<file path="config.mk">
export PLATFORM = sky130hd
export DESIGN_NAME = seq_detect_prog
export DESIGN_NICKNAME = d
export VERILOG_FILES = /design/src/rtl/seq_pkg.sv /design/src/rtl/seq_sat_cnt.sv /design/src/rtl/seq_detect_prog.sv
export SDC_FILE = /design/constraint.sdc
export NUM_CORES = 1
export LEC_CHECK = 0
export BUFFER_PORTS_ARGS = -buffer_cell sky130_fd_sc_hd__buf_2
export CAP_MARGIN = 20
export CORE_UTILIZATION = 47
export CTS_BUF_LIST = sky130_fd_sc_hd__clkbuf_8
export DETAILED_ROUTE_END_ITERATION = 8
export PLACE_DENSITY_LB_ADDON = 0.2
export SLEW_MARGIN = 5
export SYNTH_ARGS = -nofsm -noshare
export SYNTH_HDL_FRONTEND = slang
export SYNTH_SLANG_ARGS = --single-unit
</file>
<file path="constraint.sdc">
create_clock -name clk -period 1.5 [get_ports clk]
set_input_delay 0.225 -clock clk [delete_from_list [all_inputs] [get_ports clk]]
set_output_delay 0.225 -clock clk [all_outputs]
set_load 0.005 [all_outputs]
</file>
<file path="src/rtl/seq_pkg.sv">
// Shared defaults for the programmable serial sequence detector.
package seq_pkg;
  localparam int         SEQ_PAT_W_DEF   = 4;
  localparam logic [3:0] SEQ_PAT_RST_DEF = 4'b1010;
  localparam int         SEQ_CNT_W_DEF   = 8;
endpackage

</file>
<file path="src/rtl/seq_sat_cnt.sv">
// Saturating up-counter: increments on inc, sticks at all-ones, async active-low clear.
module seq_sat_cnt #(
  parameter int W = 8
) (
  input  logic         clk,
  input  logic         clr_n,
  input  logic         inc,
  output logic [W-1:0] q
);
  logic [W-1:0] cnt_q;
  logic [W-1:0] cnt_d;

  always_ff @(posedge clk or negedge clr_n) begin
    if (!clr_n) cnt_q <= '0;
    else        cnt_q <= cnt_d;
  end

  always_comb begin
    cnt_d = cnt_q;
    if (inc && (cnt_q != {W{1'b1}})) cnt_d = cnt_q + W'(1);
  end

  assign q = cnt_q;
endmodule

</file>
<file path="src/rtl/seq_detect_prog.sv">
// Programmable serial pattern detector with overlap control and registered match pulse.
// Match counter is built only when SEQ_DETECT_PROG_CNT_EN is defined; otherwise match_cnt is 0.
module seq_detect_prog
  import seq_pkg::*;
#(
  parameter int               PAT_W   = SEQ_PAT_W_DEF,
  parameter logic [PAT_W-1:0] PAT_RST = SEQ_PAT_RST_DEF,
  parameter int               CNT_W   = SEQ_CNT_W_DEF
) (
  input  logic             clk,
  input  logic             clr_n,
  input  logic             en,
  input  logic             d,
  input  logic             pat_load,
  input  logic [PAT_W-1:0] pat,
  input  logic             overlap,
  output logic             y,
  output logic [CNT_W-1:0] match_cnt
);
  localparam int                FILL_W   = $clog2(PAT_W + 1);
  localparam logic [FILL_W-1:0] FILL_MAX = FILL_W'(PAT_W);
  localparam logic [FILL_W-1:0] FILL_THR = FILL_W'(PAT_W - 1);

  logic [PAT_W-1:0]  hist_q, hist_d;
  logic [PAT_W-1:0]  pat_q, pat_d;
  logic [FILL_W-1:0] fill_q, fill_d;
  logic              y_q, y_d;

  logic              shift;
  logic [PAT_W-1:0]  hist_shift;
  logic              match;

  always_ff @(posedge clk or negedge clr_n) begin
    if (!clr_n) begin
      hist_q <= '0;
      pat_q  <= PAT_RST;
      fill_q <= '0;
      y_q    <= 1'b0;
    end else begin
      hist_q <= hist_d;
      pat_q  <= pat_d;
      fill_q <= fill_d;
      y_q    <= y_d;
    end
  end

  // A load outranks a shift, so the d bit on a load edge never enters history.
  assign shift      = en && !pat_load;
  assign hist_shift = {hist_q[PAT_W-2:0], d};
  // fill_q >= PAT_W-1 is the same test as (fill + 1) >= PAT_W without widening.
  assign match      = shift && (fill_q >= FILL_THR) && (hist_shift == pat_q);

  always_comb begin
    hist_d = hist_q;
    pat_d  = pat_q;
    fill_d = fill_q;
    y_d    = 1'b0;
    if (pat_load) begin
      pat_d  = pat;
      hist_d = '0;
      fill_d = '0;
    end else if (shift) begin
      hist_d = hist_shift;
      y_d    = match;
      if (match && !overlap)     fill_d = '0;
      else if (fill_q != FILL_MAX) fill_d = fill_q + FILL_W'(1);
    end
  end

  assign y = y_q;

`ifdef SEQ_DETECT_PROG_CNT_EN
  seq_sat_cnt #(.W(CNT_W)) u_cnt (
    .clk   (clk),
    .clr_n (clr_n),
    .inc   (match),
    .q     (match_cnt)
  );
`else
  assign match_cnt = '0;
`endif
endmodule
</file>
==> metrics.md <==
| Metric | Value |
|---|---|
| CP max FO | `4` |
| Worst Path Class, Setup | `flop to flop` |
| Height of the die | `39.2 um` |
| Area growth syn-to-layout | `13.6%` |
| Core box area | `1300 um^2` |
| MaxCap Viol Count | `0` |
| Detailed-route DRC error count | `0` |
| Die Span X | `39.2 um` |
| # diodes | `0` |
| DR pass1 iterations | `2` |
| Post-Layout Cell Count | `84` |
| Final worst path period share | `0.934` |
| Syn Inst Count | `55` |
| Vias per inst | `4.73` |
| Multi-input gate area | `313 um^2` |
| DRT Wirelength | `881 um` |
| Hold Crit Class | `input pin to flop` |
| Pleak | `0.367 nW` |
| Post-cts sizing count | `0` |
| Wire length per cell | `10.5 um` |
| Gp weighted congestion | `0.708` |
| Detail Placement HPWL | `700 um` |
| First-pass GRT wire length | `1.51 mm` |
| Final setup violating endpoints | `0` |
| Max Buffers Root-to-Sink | `2` |
| Initial antenna violation count | `0` |
| CTS buffer count | `3` |
| Final hold vios | `0` |
| Ys Warns | `0` |
| Final Instance Area | `741 um^2` |
| Setup slack, reg-to-reg | `100 ps` |
| Die area | `1540 um^2` |
| Hold path depth | `2` |
| Root Buffer | `clkbuf_8` |
| Core Util, Final | `0.569` |
| Fraction of layout cells with a size suffix above 1 | `0.348` |
| Initial Util | `0.501` |
| Hold path start | `pat[2]` |
| Iter 0 DRT Violations | `2` |
| Worst Hold End | `pat_q[2]` |
| Number of global-route vias before repair | `389` |
| Post-DRT Antenna Nets | `0` |
| Yosys cell types | `22` |
| Worst skew pair latency | `230 ps` |
| Crit path launch | `fill_q[1]` |
| Register Area | `278 um^2` |
| Vias | `397` |
| CTS tree | `done` |
| Final Slew Violations | `0` |
| Sequential share of the synthesized area | `0.426` |
| Worst Setup End Kind | `flop` |
| Clock-pin slew on the worst setup and hold paths | `50 ps` |
| Largest net degree at the start of global routing | `12` |
| Worst hold slack | `220 ps` |
| GRT overflow | `0` |
| Fillers | `124` |
| PwrDens | `1000 nW/um^2` |
| DP Cell Count | `79` |
| Post-CTS setup buffer count | `0` |
| Outcome | `finished, final reports clean` |
| Reg2reg end | `y` |
| Fin nets | `83` |
| R2R Path Start | `fill_q[1]` |
| Ports | `19` |
| Worst setup SP type | `flop` |
| Row count | `13` |
| FMAX | `714 MHz` |
| CTS Sinks | `11` |
| CP Data Required Time | `1620 ps` |
| PortBufs | `10` |
| GRT Overall Usage | `0.156` |
| Worst vdd ir | `0.614 mV` |
| Htree depth | `1` |
| Clock Skew | `3.68 ps` |
| Placement Cell Area | `686 um^2` |
| Post-Syn Area | `652 um^2` |
| Syn_area_per_cell | `11.9 um^2` |
| Total negative slack | `0 ps` |
| Worst EP arrival | `1520 ps` |
| R2R depth | `5` |
| Final min period | `1400 ps` |
| Synth Register Bits | `11` |
| RSZ-0062 raised after global routing | `false` |
[Yosys cell counts]
cell | number | area share
a211oi_1 | 3 | 0.035
a21boi_2 | 1 | 0.017
nor4_4 | 1 | 0.033
dfstp_2 | 2 | 0.081
mux2i_1 | 4 | 0.061
or2b_1 | 1 | 0.012
inv_1 | 3 | 0.017
a211oi_2 | 1 | 0.019
nor2b_1 | 1 | 0.0096
mux2_2 | 4 | 0.069
xor2_1 | 3 | 0.040
conb_1 | 1 | 0.0058
buf_4 | 8 | 0.092
ha_1 | 3 | 0.058
dfrtp_1 | 9 | 0.35
xnor2_1 | 2 | 0.027
a21oi_1 | 1 | 0.0077
buf_6 | 1 | 0.017
and4b_1 | 1 | 0.015
nor2_1 | 3 | 0.017
and3b_1 | 1 | 0.013
buf_2 | 1 | 0.0077
[cell families after synthesis]
family,Yosys count,synth area share
adder cells (fa/ha/maj),3,0.0576
flip-flops,11,0.426
other,1,0.00575
AND/OR/NAND/NOR,8,0.0998
XOR/XNOR,5,0.0672
multiplexers,8,0.131
AO/OA/AOI/OAI,6,0.0787
buffers and inverters,13,0.134
[worst max-delay path, stage by stage, from the launching register on]
cell      delay, ps
dfrtp_1         380
ha_1            190
ha_1            190
a211oi_2        230
nor4_4           90
and4b_1         210
[what timing repair did]
action	in CTS	in global routing
endpoints found under the hold margin	9	0
hold buffers	1	0
endpoints found under the setup margin	0	4
[state kept, by name, indices dropped and copies added (netlist names)]
register	cells
fill_q	3
hist_q	3
pat_q	4
y	1
[per-stage QoR]
| step | total power [mW] | worst slack [ps] |
|---|---|---|
| 4_1_cts | 0.752 | 25.0 |
| 6_report | 0.742 | 98.6 |
| 3_3_place_gp | 0.463 | 67.4 |
| 2_1_floorplan | 0.442 | 58.4 |
| 3_5_place_dp | 0.465 | 47.1 |
| 5_1_grt | 0.781 | 19.3 |
[routing by layer]
metal | up-vias | GRT usage | part of all wire
li1 | 196 | - | -
met1 | 188 | 0.176 | 0.41
met2 | 9 | 0.258 | 0.54
met3 | 4 | 0.0347 | 0.028
met4 | 0 | 0.103 | 0.024
met5 | - | 0 | 0
[worst max-delay path by stage]
stage	slack [ps]	cells past startpoint	to
floorplan	60	5	y
global placement	70	5	fill_q[2]
detailed placement	50	5	y
CTS	20	5	fill_q[1]
global route	20	5	fill_q[2]
finish	100	5	y
[cell usage in the layout, fill, tap and decap left out]
cell type and count:
nor2_1 3, dfrtp_1 9, a211oi_1 3, inv_1 4
a211oi_2 1, and4b_1 1, mux2i_1 4, xnor2_1 2
mux2_2 4, and3b_1 1, xor2_1 3, clkbuf_8 3
buf_4 2, a21boi_2 1, a21oi_1 1, nor4_4 1
nor2b_1 1, conb_1 8, or2b_1 1, dlygate4sd3_1 1
dfstp_2 2, buf_2 10, ha_1 3
[where the power goes]
group | switching, mW | internal [mW] | total, mW | leakage, nW
combinational | 0.0611 | 0.0611 | 0.122 | 0.201
sequential | 0.0147 | 0.323 | 0.337 | 0.140
clock | 0.104 | 0.179 | 0.283 | 0.0269
[cell type report]
cell class	instances	share of cell area
Inverter	3	0.0152
Multi-Input combinational cell	38	0.422
Timing Repair Buffer	13	0.101
Clock inverter	1	0.00507
Clock buffer	3	0.0557
Tap cell	15	0.0253
Sequential cell	11	0.375
Note: power is estimated with default switching activity, not from simulation.
